<file path="config.mk">
export PLATFORM = sky130hd
export DESIGN_NAME = lut_func_eval_flat
export DESIGN_NICKNAME = d
export VERILOG_FILES = /design/src/rtl/lut_eval_pkg.sv /design/src/rtl/lut_func_eval_if.sv /design/src/rtl/lut_onehot_dec.sv /design/src/rtl/lut_func_eval.sv /design/src/flat_wrapper.sv
export SDC_FILE = /design/constraint.sdc
export NUM_CORES = 1
export LEC_CHECK = 0
export CAP_MARGIN = 10
export CORE_MARGIN = 1
export CORE_UTILIZATION = 46
export DETAILED_ROUTE_END_ITERATION = 6
export PLACE_DENSITY = 0.78
export REMOVE_ABC_BUFFERS = 1
export SLEW_MARGIN = 40
export SYNTH_ARGS = -nofsm -noshare
export SYNTH_HDL_FRONTEND = slang
export SYNTH_SLANG_ARGS = --single-unit
</file>
<file path="constraint.sdc">
create_clock -name clk -period 1.71 [get_ports clk]
set_input_delay 0.4275 -clock clk [delete_from_list [all_inputs] [get_ports clk]]
set_output_delay 0.4275 -clock clk [all_outputs]
set_load 0.005 [all_outputs]
</file>
<file path="src/rtl/lut_eval_pkg.sv">
// Shared constants, table-width helper and table type
// for the programmable LUT function evaluator.
package lut_eval_pkg;

  localparam int IN_W_DEF = 4;

  function automatic int tbl_w(input int in_w);
    return 1 << in_w;
  endfunction

  typedef logic [tbl_w(IN_W_DEF)-1:0] tbl_t;

endpackage

</file>
<file path="src/rtl/lut_func_eval_if.sv">
// Valid/ready stream bundle for the LUT evaluator:
// input vectors in, (f, idx) results out.
interface lut_func_eval_if
  import lut_eval_pkg::*;
#(
  parameter int IN_W = IN_W_DEF
) ();

  logic            in_valid;
  logic            in_ready;
  logic [IN_W-1:0] in_data;
  logic            out_valid;
  logic            out_ready;
  logic            out_f;
  logic [IN_W-1:0] out_idx;

  modport slave (
    input  in_valid, in_data, out_ready,
    output in_ready, out_valid, out_f, out_idx
  );

  modport master (
    output in_valid, in_data, out_ready,
    input  in_ready, out_valid, out_f, out_idx
  );

endinterface

</file>
<file path="src/rtl/lut_onehot_dec.sv">
// Combinational IN_W -> 2**IN_W one-hot decoder
// with enable; all-zero output when disabled.
module lut_onehot_dec
  import lut_eval_pkg::*;
#(
  parameter int IN_W = IN_W_DEF
) (
  input  logic                    en,
  input  logic [IN_W-1:0]         idx,
  output logic [tbl_w(IN_W)-1:0]  oh
);

  always_comb begin
    oh = '0;
    if (en) oh[idx] = 1'b1;
  end

endmodule

</file>
<file path="src/rtl/lut_func_eval.sv">
// Two-stage programmable Boolean function evaluator.
// Optional saturating ones counter when CNT_EN is defined.
module lut_func_eval
  import lut_eval_pkg::*;
#(
  parameter int IN_W = IN_W_DEF,
  parameter logic [tbl_w(IN_W)-1:0] TABLE_INIT = '0
`ifdef CNT_EN
  , parameter int CNT_W = 16
`endif
) (
  input  logic                   clk,
  input  logic                   rst_n,
  lut_func_eval_if.slave         io,
  input  logic                   cfg_we,
  input  logic [IN_W-1:0]        cfg_addr,
  input  logic                   cfg_data,
  output logic [tbl_w(IN_W)-1:0] table_q
`ifdef CNT_EN
  , output logic [CNT_W-1:0]     ones_cnt,
  input  logic                   cnt_clr
`endif
);

  localparam int TW = tbl_w(IN_W);

  logic            s1_valid;
  logic            s2_valid;
  logic [IN_W-1:0] s1_data;
  logic            s1_ld;
  logic            s2_ld;
  logic [TW-1:0]   oh;

  assign s2_ld        = !s2_valid || io.out_ready;
  assign s1_ld        = !s1_valid || s2_ld;
  assign io.in_ready  = s1_ld;
  assign io.out_valid = s2_valid;

  lut_onehot_dec #(.IN_W(IN_W)) u_dec (
    .en  (s1_valid),
    .idx (s1_data),
    .oh  (oh)
  );

  always_ff @(posedge clk or negedge rst_n) begin
    if (!rst_n) begin
      s1_valid <= 1'b0;
      s1_data  <= '0;
    end else if (s1_ld) begin
      s1_valid <= io.in_valid;
      if (io.in_valid) s1_data <= io.in_data;
    end
  end

  // table_q here is the pre-write value when cfg_we hits the same edge
  always_ff @(posedge clk or negedge rst_n) begin
    if (!rst_n) begin
      s2_valid   <= 1'b0;
      io.out_f   <= 1'b0;
      io.out_idx <= '0;
    end else if (s2_ld) begin
      s2_valid <= s1_valid;
      if (s1_valid) begin
        io.out_idx <= s1_data;
        io.out_f   <= |(oh & table_q);
      end
    end
  end

  always_ff @(posedge clk or negedge rst_n) begin
    if (!rst_n) begin
      table_q <= TABLE_INIT;
    end else if (cfg_we) begin
      table_q[cfg_addr] <= cfg_data;
    end
  end

`ifdef CNT_EN
  always_ff @(posedge clk or negedge rst_n) begin
    if (!rst_n) begin
      ones_cnt <= '0;
    end else if (cnt_clr) begin
      ones_cnt <= '0;
    end else if (s2_valid && io.out_ready && io.out_f
                 && (ones_cnt != '1)) begin
      ones_cnt <= ones_cnt + 1'b1;
    end
  end
`endif

endmodule
</file>
<file path="src/flat_wrapper.sv">
// flat-port wrapper written by rule: the top's interface ports become plain ports
module lut_func_eval_flat import lut_eval_pkg::*;
#(
  parameter int IN_W = IN_W_DEF,
  parameter logic [tbl_w(IN_W)-1:0] TABLE_INIT = '0

)
  (clk, rst_n, cfg_we, cfg_addr, cfg_data, table_q, io_in_valid, io_in_data, io_out_ready, io_in_ready, io_out_valid, io_out_f, io_out_idx);
  lut_func_eval_if #(.IN_W(IN_W)) io_i ();
  input  logic clk;
  input  logic rst_n;
  input  logic cfg_we;
  input  logic [IN_W-1:0] cfg_addr;
  input  logic cfg_data;
  output logic [tbl_w(IN_W)-1:0] table_q;
  input wire logic [$bits(io_i.in_valid)-1:0] io_in_valid;
  input wire logic [$bits(io_i.in_data)-1:0] io_in_data;
  input wire logic [$bits(io_i.out_ready)-1:0] io_out_ready;
  output wire logic [$bits(io_i.in_ready)-1:0] io_in_ready;
  output wire logic [$bits(io_i.out_valid)-1:0] io_out_valid;
  output wire logic [$bits(io_i.out_f)-1:0] io_out_f;
  output wire logic [$bits(io_i.out_idx)-1:0] io_out_idx;
  assign io_i.in_valid = io_in_valid;
  assign io_i.in_data = io_in_data;
  assign io_i.out_ready = io_out_ready;
  assign io_in_ready = io_i.in_ready;
  assign io_out_valid = io_i.out_valid;
  assign io_out_f = io_i.out_f;
  assign io_out_idx = io_i.out_idx;
  lut_func_eval #(.IN_W(IN_W), .TABLE_INIT(TABLE_INIT)) u_core (.clk(clk), .rst_n(rst_n), .io(io_i), .cfg_we(cfg_we), .cfg_addr(cfg_addr), .cfg_data(cfg_data), .table_q(table_q));
endmodule
</file>
Word level (Yosys, flattened, before mapping)

Cells that the tools add are included.

Magnitude comparators: 4
Multiplexer cells: 6
Bitwise gates (word level): 1
Reductions and logical operators: 9

Operator list:

| operator                                                               | number |
|---|---|
| 16-bit AND                                                             | 1 |
| 16-bit bitwise mux                                                     | 1 |
| 16-bit two-way mux                                                     | 1 |
| 16-bit OR reduction                                                    | 1 |
| 4-bit by 5-bit < comparator with 1-bit output (second input constant)  | 2 |
| 1-bit demux with 4-bit select                                          | 2 |
| 4-bit by 1-bit >= comparator with 1-bit output (second input constant) | 2 |
| 2-bit AND reduction                                                    | 2 |
| 1-bit logical AND                                                      | 2 |
| 1-bit logical NOT                                                      | 2 |
| 1-bit logical OR                                                       | 2 |
| 1-bit two-way mux                                                      | 2 |

Flip-flop bits (word level): 27
Input bits: 14
Output and inout port bits: 23
Logic and storage cells: 26

Logic depth before layout (Yosys ltp)

Gate-level depths: netlist (run 1).

Word-level depth: 7
Gate-level depth with buffers: 5
Depth with buffers taken out: 4

By module

A second synthesis (run 1) with hierarchy kept.

Cells, all modules: 117
Area, all modules: 1355.0 um2

Modules (own cells, without submodules):

| module         | times used | cells an instance | area an instance (um2) | sequential area each (um2) |
|---|---|---|---|---|
| lut_func_eval  | 1          | 94                | 1237.4                 | 675.6 |
| lut_onehot_dec | 1          | 23                | 117.6                  | 0.0 |

Worst setup path after synthesis (run 1)

Ideal clock, no wire load.

Path type: register -> register
Start: register u_core.s1_data[0]
End: register u_core.io.out_f
Setup time: 0.129 ns
Data arrival time: 1.280 ns
Data required time: 1.581 ns
Setup slack: 0.301 ns
Cell stages (with the launch flop): 6
Path buffers: 1
Clock period less this slack: 1.409 ns
Path through: dfrtp_1 -> buf_6 -> mux4_1 -> mux2i_1 -> and2_1 -> o31ai_1

Cells in the longest elaborated chain, start to end: 7
Elaborated cells between the ends (all ways): 8
Those cells by class: order compare: 2; mux: 3; bitwise: 1; reduce/logical: 2

Ends and longest elaborated chain:

| element                                                                                                                               | RTL line               | source |
|---|---|---|
| from (decl)                                                                                                                           | lut_func_eval.sv:29    | `logic [IN_W-1:0] s1_data;` |
| from (signal assigned)                                                                                                                | lut_func_eval.sv:51    | `if (io.in_valid) s1_data <= io.in_data;` |
| 4-bit by 5-bit < comparator with 1-bit output (not written as such) or 4-bit by 1-bit >= comparator with 1-bit output (tied branches) | lut_onehot_dec.sv:15   | `if (en) oh[idx] = 1'b1;` |
| 1-bit logical AND (not written as such)                                                                                               | lut_onehot_dec.sv:15   |  |
| 1-bit two-way mux (not written as such)                                                                                               | lut_onehot_dec.sv:15   |  |
| 1-bit demux with 4-bit select (*)                                                                                                     | lut_onehot_dec.sv:15   |  |
| 16-bit two-way mux (*)                                                                                                                | lut_onehot_dec.sv:15   |  |
| 16-bit AND (*)                                                                                                                        | lut_func_eval.sv:65    | `io.out_f <= \|(oh & table_q);` |
| 16-bit OR reduction (*)                                                                                                               | lut_func_eval.sv:65    |  |
| to (signal assigned)                                                                                                                  | lut_func_eval.sv:65    |  |
| to (decl)                                                                                                                             | lut_func_eval_if.sv:19 | `output in_ready, out_valid, out_f, out_idx` |

Mark *: on every way between the ends. The rest lies on a longest branch, timed or not.
A chain may end at the register's enable or synchronous reset.

Worst setup path after layout (run 1)

Start: register u_core.table_q[10]
End: output table_q[10]

RTL lines:

| element                           | RTL line            | source |
|---|---|---|
| from (decl)                       | lut_func_eval.sv:18 | `output logic [tbl_w(IN_W)-1:0] table_q` |
| from (signal, indexed assignment) | lut_func_eval.sv:74 | `table_q[cfg_addr] <= cfg_data;` |
| to (decl)                         | flat_wrapper.sv:15  | `output logic [tbl_w(IN_W)-1:0] table_q;` |

No word-level cell between the ends.

==> impl_metrics.py, run 1 <==
metrics = {
    "power_and_ir_drop": {
        "power.share.switching": 0.277,
        "vdd_ir_drop_max_mv": 0.770,
        "seqPwrFrac": 0.498,
        "p_per_area_nw_per_um2": 987,
        "p_sw_mw": 0.492,
        "p_total_mw": 1.77,
        "cellLeakagePower_nw": 0.867,
        "comb_power_share": 0.342,
        "power.internal_mw": 1.28,
        "clock_power_share": 0.159,
    },
    "detailed_routing": {
        "first_pass_iters": 4,
        "ant_nets": 0,
        "finalWirelength_um": 2810,
        "via_per_inst": 5.41,
        "via_count": 973,
        "drc": 0,
        "wl_per_cell_um": 15.6,
        "drt_iter0_drc": 15,
    },
    "sta": {
        "slew_headroom": 0.655,
        "fin_crit_ps": 1680,
        "maxSlewViolCount": 0,
        "worstMarginPinSlew_ps": 515,
        "finClkSkew_ps": 15.5,
        "setup_viol": 0,
        "hold_viol_final": 0,
        "period_share": 0.981,
        "max_freq_ghz": 0.596,
    },
    "grt": {
        "gr-usage-all-layers": 0.214,
        "grt_pass1_wl_um": 4440,
        "grt_max_degree": 28,
        "grt_overflow": 0,
        "antenna_found_initial": 0,
        "grt_pass1_vias": 1002,
    },
    "logic_synthesis": {
        "yosysSeqAreaShare": 0.526,
        "synth-async-reset-ratio": 1.00,
        "netlist_instances": 102,
        "syn_area_per_cell_um2": 12.6,
        "syn_area_um2": 1280,
        "synth_ff_type": "dfrtp_1",
        "ys_warn_count": 0,
        "ys_types": 18,
        "synth-seq-cells": 27,
        "synth_edf_count": 0,
    },
    "floorplan": {
        "initial_core_util": 0.500,
        "dieArea_um2": 3010,
        "die_w_um": 54.8,
        "fp.dieH_um": 54.8,
        "core-area_um2": 2570,
        "ioPinCount": 37,
        "rows": 18,
    },
    "clock_network": {
        "clk_pin_slew_ps": 160,
        "clk_path_buf_depth": 2,
        "clock_sinks": 27,
        "insertion_delay_ps": 330,
        "cts_tree": "built",
        "hold_buffers": 0,
        "cts_max_level": 1,
        "cts_made_buffers": 3,
        "root_buffer": "clkbuf_4",
    },
    "critical_path": {
        "critical_path.reg2reg.endpoint": "u_core.io.out_f",
        "slowest_delay_ps": 510,
        "reg2regPathDepth": 4,
        "worstSetupStartpointType": "flop",
        "cpMaxStageDelayCell": "clkdlybuf4s50_1",
        "cp_max_fo": 3,
        "critPathTopFamily": "buffers and inverters",
        "path_class": "flop to output pin",
        "crit_buf_inv": 1,
        "r2r_slack_ps": 180,
        "worstPathArrival_ps": 1250,
        "rr_startpoint": "u_core.s1_data[0]",
        "crit_required_ps": 1280,
        "path_cells": "clkdlybuf4s50_1",
        "endpoint_kind": "output pin",
    },
    "placed_design": {
        "post-dp-hpwl_um": 2000,
        "gp_congestion": 0.719,
        "portBuffers": 36,
        "placed_cell_area_um2": 1710,
    },
    "final_layout": {
        "layout-drive-gt1-share": 0.280,
        "antenna_cells": 0,
        "stdcell_area_um2": 1800,
        "final_nets": 165,
        "nFillCells": 196,
        "layout_commonest_cell": "dfrtp_1",
        "most-common-layout-cells": "27 x dfrtp_1, 25 x clkdlybuf4s50_1, 24 x mux2_2",
        "area_growth_pct": 40.0,
    },
    "job": {
        "maxCapViolCount": 0,
    },
    "worst_hold_path": {
        "hp-class": "input pin to asynchronous set/reset pin",
    },
    "outcome": {
        "status": "complete, no violations",
    },
}
==> final cells by class <==
| class | count | area [um2] | area share |
|---|---|---|---|
| multi-input combinational | 71 | 586 | 0.326 |
| clock inverter | 1 | 5.00 | 0.00279 |
| sequential | 27 | 676 | 0.376 |
| clock buffer | 3 | 22.5 | 0.0125 |
| timing repair buffer | 48 | 470 | 0.262 |
| tap | 30 | 37.5 | 0.0209 |
==> synthesized netlist by cell type (2+ instances only) <==
cell type	n	area [um2]
clkbuf_1	3	11.3
dfrtp_1	27	676
mux2_2	24	270
mux2i_1	5	50.1
mux4_1	2	52.6
nand2_1	6	22.5
nand2b_1	6	37.5
nand3_1	2	10.0
nand3b_1	5	37.5
nor2_1	10	37.5
nor3_1	4	20.0
nor3b_1	2	15.0
==> state kept, by name (all words and copies together) (netlist names) <==
signal               cells
u_core.io.out_idx        4
u_core.s1_data           4
u_core.io.out_valid      1
u_core.s1_valid          1
u_core.table_q          16
u_core.io.out_f          1
==> power groups by stage <==
stage,registers (mW),clock network [mW],logic (mW)
after CTS,0.890,0.288,0.612
after detailed placement,0.902,0,0.597
after floorplan,0.892,0,0.225
after global placement,0.896,0,0.585
final,0.884,0.282,0.607
after global routing,0.904,0.311,0.658
==> what timing repair did <==
item,in CTS,in global routing
setup endpoints to repair,2,13
gates resized for setup,1,12
setup buffers,2,3
==> metrics by stage <==
stage	setup TNS [ps]	setup WS (ps)	hold WS [ps]	utilization	std cells
2_1_floorplan	0	222	132	-	98
3_3_place_gp	-1950	-222	465	0.667	171
3_5_place_dp	-2730	-240	472	0.667	171
4_1_cts	0	1.40	455	0.683	177
5_1_grt	-0.304	-0.304	487	0.700	180
6_report	0	32.0	441	0.700	180
==> cell families (layout without fill, tap and decap cells) <==
logic type             Yosys count  count (layout)  synth area share
flip-flops                      27              27             0.526
AND/OR/NAND/NOR                 38              38             0.155
multiplexers                    31              31             0.290
AO/OA/AOI/OAI                    2               2            0.0107
buffers and inverters            4              52            0.0175
==> worst max-delay path by stage <==
stage               cells after the start          startpoint               to  slack, ps
floorplan                               4   u_core.s1_data[0]  u_core.io.out_f        220
global placement                        3        io_out_ready      io_in_ready       -220
detailed placement                      3        io_out_ready      io_in_ready       -240
CTS                                     3        io_out_ready      io_in_ready          1
global route                            1   u_core.table_q[5]       table_q[5]       -0.3
finish                                  1  u_core.table_q[10]      table_q[10]         30
==> metal layers <==
metal | wire [um] | vias to the layer above | track usage
met2 | 1400 | 31 | 0.378
met5 | 0 | - | 0
met4 | 0 | 0 | 0.0641
met1 | 1270 | 486 | 0.262
met3 | 140 | 0 | 0.0389
li1 | - | 456 | -
No activity file was read; power rests on OpenSTA's default activity.
==> run 2, diff against run 1 <==
--- a/config.mk
+++ b/config.mk
@@ -9,6 +9,7 @@
 export CORE_MARGIN = 1
 export CORE_UTILIZATION = 46
 export DETAILED_ROUTE_END_ITERATION = 6
+export MAX_ROUTING_LAYER = met4
 export PLACE_DENSITY = 0.78
 export REMOVE_ABC_BUFFERS = 1
 export SLEW_MARGIN = 40
==> impl_metrics.py, run 2 (same netlist as run 1, synthesis figures left out) <==
metrics = {
    "job": {
        "maxCapViolCount": 0,
    },
    "power_and_ir_drop": {
        "p_total_mw": 1.77,
        "vdd_ir_drop_max_mv": 0.765,
        "clock_power_share": 0.158,
        "power.share.switching": 0.276,
        "p_per_area_nw_per_um2": 985,
        "power.internal_mw": 1.28,
        "seqPwrFrac": 0.500,
        "cellLeakagePower_nw": 0.867,
        "p_sw_mw": 0.488,
        "comb_power_share": 0.342,
    },
    "final_layout": {
        "layout_commonest_cell": "dfrtp_1",
        "largest_reg_flops": 16,
        "stdcell_area_um2": 1800,
        "top_regs": "u_core.table_q: 16 flops, u_core.io.out_idx: 4 flops, u_core.s1_data: 4 flops",
        "area_growth_pct": 40.0,
        "final_nets": 165,
        "largest-register": "u_core.table_q",
        "layout-drive-gt1-share": 0.280,
        "most-common-layout-cells": "27 x dfrtp_1, 25 x clkdlybuf4s50_1, 24 x mux2_2",
        "antenna_cells": 0,
    },
    "sta": {
        "worst_slack_ps": 35.1,
        "finClkSkew_ps": 13.1,
        "period_share": 0.979,
        "worstMarginPinSlew_ps": 502,
        "tns_ps": 0,
        "maxSlewViolCount": 0,
        "timing.hold.ws_ps": 442,
        "setup_viol": 0,
        "slew_headroom": 0.665,
        "hold_viol_final": 0,
        "max_freq_ghz": 0.597,
        "fin_crit_ps": 1670,
    },
    "grt": {
        "grt_util_met2": 0.386,
        "antenna_found_initial": 0,
        "grt_overflow": 0,
        "met3_usage": 0.0333,
        "grtUsageMet1": 0.259,
        "grt_max_degree": 28,
        "gr-usage-all-layers": 0.221,
        "grt_pass1_wl_um": 4450,
        "busiest_layer": "met2",
        "grt_pass1_vias": 1000,
    },
    "detailed_routing": {
        "wl_per_cell_um": 15.5,
        "ant_nets": 0,
        "finalWirelength_um": 2780,
        "via_per_inst": 5.35,
        "drt_iter0_drc": 12,
        "first_pass_iters": 4,
        "via_count": 963,
        "drc": 0,
    },
    "critical_path": {
        "crit_required_ps": 1280,
        "critPathTopFamily": "buffers and inverters",
        "crit_buf_inv": 1,
        "cp_max_fo": 3,
        "path_class": "flop to output pin",
        "worstPathArrival_ps": 1250,
        "cpMaxStageDelayCell": "clkdlybuf4s50_1",
        "path_cells": "clkdlybuf4s50_1",
        "worstSetupStartpointType": "flop",
        "slowest_delay_ps": 510,
        "endpoint_kind": "output pin",
    },
    "clock_network": {
        "root_buffer": "clkbuf_4",
        "clock_sinks": 27,
        "clk_path_buf_depth": 2,
        "cts_tree": "built",
        "hold_buffers": 0,
        "insertion_delay_ps": 330,
        "cts_made_buffers": 3,
        "cts_max_level": 1,
        "clk_pin_slew_ps": 150,
    },
    "floorplan": {
        "initial_core_util": 0.500,
        "core-area_um2": 2570,
        "ioPinCount": 37,
        "rows": 18,
        "die_w_um": 54.8,
        "dieArea_um2": 3010,
        "fp.dieH_um": 54.8,
    },
    "placed_design": {
        "portBuffers": 36,
        "dp_slack_ps": -240,
        "gp_congestion": 0.728,
        "placed_cell_area_um2": 1710,
        "post-dp-hpwl_um": 2000,
    },
    "worst_hold_path": {
        "hp-class": "input pin to asynchronous set/reset pin",
    },
    "outcome": {
        "status": "complete, no violations",
    },
}
## run 2: area by class of cell
cell class | count | area (um2)
clock buffer | 3 | 22.5
fill | 196 | 771
multi-input combinational | 71 | 586
sequential | 27 | 676
tap | 30 | 37.5
timing repair buffer | 48 | 470
clock inverter | 1 | 5.00
## run 2: per-layer routing
metal / vias up / share of wire
met1: 477 / 0.45
met5: - / 0
li1: 457 / -
met2: 29 / 0.50
met3: 0 / 0.049
met4: 0 / 0
## run 2: worst paths after layout
check / startpoint / endpoint / slack (ps) / depth (start not counted)
min in group clk: u_core.io.out_f / u_core.io.out_f / 510 / 2
max in group asynchronous: rst_n / u_core.table_q[0] / 1000 / 2
worst min-delay path: rst_n / u_core.s1_data[1] / 440 / 2
worst max-delay path: u_core.table_q[10] / table_q[10] / 40 / 1
worst max register to register: u_core.s1_data[0] / u_core.io.out_f / 180 / 4
worst min register to register: u_core.io.out_f / u_core.io.out_f / 510 / 2
## run 2: through the flow
stage               instances   util
finish                    180  0.700
global route              180  0.700
CTS                       177  0.683
detailed placement        171  0.667
global placement          171  0.667
floorplan                  98      -
## run 2: repair_timing
action / 4_1_cts / 5_1_grt
resized for setup: 1 / 12
endpoints found under the hold margin: 0 / 0
setup endpoints to repair: 2 / 13
buffers inserted: 2 / 3
## run 2: power groups by stage
stage                     sequential (mW)  clock, mW  combinational [mW]
after floorplan                     0.892          0               0.225
after global placement              0.896          0               0.585
after detailed placement            0.902          0               0.597
after CTS                           0.890      0.288               0.612
after global routing                0.904      0.311               0.658
final                               0.884      0.280               0.606
==> run 3, diff against run 2 <==
--- a/config.mk
+++ b/config.mk
@@ -7,10 +7,11 @@
 export LEC_CHECK = 0
 export CAP_MARGIN = 10
 export CORE_MARGIN = 1
-export CORE_UTILIZATION = 46
+export CORE_UTILIZATION = 60
 export DETAILED_ROUTE_END_ITERATION = 6
+export DONT_BUFFER_PORTS = 1
 export MAX_ROUTING_LAYER = met4
-export PLACE_DENSITY = 0.78
+export PLACE_DENSITY = 0.76
 export REMOVE_ABC_BUFFERS = 1
 export SLEW_MARGIN = 40
 export SYNTH_ARGS = -nofsm -noshare
==> impl_metrics.py, run 3 (same netlist as run 1, synthesis figures left out) <==
metrics = {
    "outcome": {
        "status": "complete, no violations",
    },
    "critical_path": {
        "crit_required_ps": 1930,
        "crit_buf_inv": 0,
        "cp_max_fo": 3,
        "critPathTopFamily": "multiplexers",
        "r2r_slack_ps": 290,
        "reg2regPathDepth": 4,
        "worstSetupStartpointType": "flop",
        "critical_path.reg2reg.endpoint": "u_core.io.out_f",
        "endpoint_kind": "flop",
        "rr_startpoint": "u_core.s1_data[0]",
        "worstPathArrival_ps": 1640,
        "path_class": "flop to flop",
        "path_cells": "mux4_1, mux2i_1, and2_1, o31ai_1",
        "cpMaxStageDelayCell": "mux4_1",
        "slowest_delay_ps": 550,
    },
    "detailed_routing": {
        "drc": 0,
        "finalWirelength_um": 2250,
        "via_count": 805,
        "first_pass_iters": 4,
        "drt_iter0_drc": 6,
        "via_per_inst": 6.10,
        "wl_per_cell_um": 17.1,
        "ant_nets": 0,
    },
    "sta": {
        "setup_viol": 0,
        "grt_setup_unrepaired": "false",
        "max_freq_ghz": 0.704,
        "period_share": 0.830,
        "worstMarginPinSlew_ps": 457,
        "timing.hold.ws_ps": 211,
        "maxSlewViolCount": 0,
        "hold_viol_final": 0,
        "finClkSkew_ps": 17.1,
        "slew_headroom": 0.695,
        "fin_crit_ps": 1420,
        "tns_ps": 0,
    },
    "placed_design": {
        "placed_cell_area_um2": 1300,
        "portBuffers": 0,
        "post-dp-hpwl_um": 1640,
        "place_inst": 126,
        "gp_congestion": 0.840,
    },
    "final_layout": {
        "layout_commonest_cell": "dfrtp_1",
        "top_regs": "u_core.table_q: 16 flops, u_core.io.out_idx: 4 flops, u_core.s1_data: 4 flops",
        "largest-register": "u_core.table_q",
        "largest_reg_flops": 16,
        "stdcell_area_um2": 1360,
        "layout.cells.non_filler": 132,
        "final_nets": 120,
        "most-common-layout-cells": "27 x dfrtp_1, 24 x mux2_2, 10 x nor2_1",
        "fin_util": 0.688,
        "antenna_cells": 0,
        "layout-drive-gt1-share": 0.295,
        "area_growth_pct": 6.14,
    },
    "worst_hold_path": {
        "holdPathEnd": "u_core.s1_valid",
        "hp-class": "input pin to flop",
        "hold_start": "io_in_valid",
        "hold_depth": 1,
    },
    "power_and_ir_drop": {
        "comb_power_share": 0.188,
        "power.share.switching": 0.293,
        "cellLeakagePower_nw": 0.571,
        "power.internal_mw": 1.05,
        "seqPwrFrac": 0.618,
        "p_per_area_nw_per_um2": 1090,
        "vdd_ir_drop_max_mv": 0.672,
        "p_sw_mw": 0.435,
        "clock_power_share": 0.194,
    },
    "clock_network": {
        "clock_sinks": 27,
        "clk_path_buf_depth": 2,
        "cts_tree": "built",
        "insertion_delay_ps": 340,
        "cts_made_buffers": 3,
        "clk_pin_slew_ps": 130,
        "root_buffer": "clkbuf_4",
        "cts_max_level": 1,
        "post_cts_resized": 0,
    },
    "floorplan": {
        "initial_core_util": 0.648,
        "ioPinCount": 37,
        "dieArea_um2": 2330,
        "core-area_um2": 1980,
        "rows": 16,
        "die_w_um": 48.3,
        "fp.dieH_um": 48.3,
    },
    "grt": {
        "grt_pass1_wl_um": 3350,
        "grt_max_degree": 28,
        "antenna_found_initial": 0,
        "grt_pass1_vias": 796,
        "grt_overflow": 0,
        "gr-usage-all-layers": 0.223,
    },
    "job": {
        "maxCapViolCount": 0,
    },
}
==> run 3: layout make-up <==
| class | count | area, um2 |
|---|---|---|
| sequential | 27 | 676 |
| fill | 151 | 619 |
| multi-input combinational | 71 | 586 |
| timing repair buffer | 3 | 37.5 |
| tap | 27 | 33.8 |
| clock buffer | 3 | 22.5 |
| clock inverter | 1 | 7.51 |
==> run 3: timing repair <==
action                    4_1_cts  5_1_grt
hold endpoints to repair       27        0
setup buffers                   0        0
hold buffers                    2        0
==> run 3: worst max-delay path by stage <==
stage | endpoint | cells past startpoint | startpoint
final | u_core.io.out_f | 4 | u_core.s1_data[0]
after global routing | u_core.io.out_f | 4 | u_core.s1_data[0]
after CTS | u_core.io.out_f | 4 | u_core.s1_data[0]
after detailed placement | u_core.io.out_f | 4 | u_core.s1_data[0]
after global placement | u_core.io.out_f | 4 | u_core.s1_data[0]
after floorplan | u_core.io.out_f | 4 | u_core.s1_data[0]
==> run 3: power groups by stage <==
stage / Combinational, mW / Sequential [mW] / Clock (mW)
after floorplan: 0.225 / 0.892 / 0
after global placement: 0.252 / 0.930 / 0
after detailed placement: 0.262 / 0.934 / 0
after CTS: 0.282 / 0.919 / 0.292
after global routing: 0.306 / 0.939 / 0.318
final: 0.279 / 0.916 / 0.287
==> run 3: worst register-to-register path, cell delays in order (launching register included) <==
cell and delay (ps):
dfrtp_1 410, mux4_1 550, mux2i_1 140, and2_1 140
o31ai_1 70
==> run 3: through the flow <==
step | total power [mW] | setup slack [ps]
after floorplan | 1.12 | 222
after global placement | 1.18 | 348
after detailed placement | 1.20 | 307
after CTS | 1.49 | 292
after global routing | 1.56 | 207
final | 1.48 | 290
==> run 3: per-layer routing <==
| metal | GRT usage | share of wire |
|---|---|---|
| met1 | 0.255 | 0.43 |
| met2 | 0.360 | 0.50 |
| met3 | 0.0852 | 0.066 |
| met4 | 0.0722 | 0.0062 |
| met5 | - | 0 |
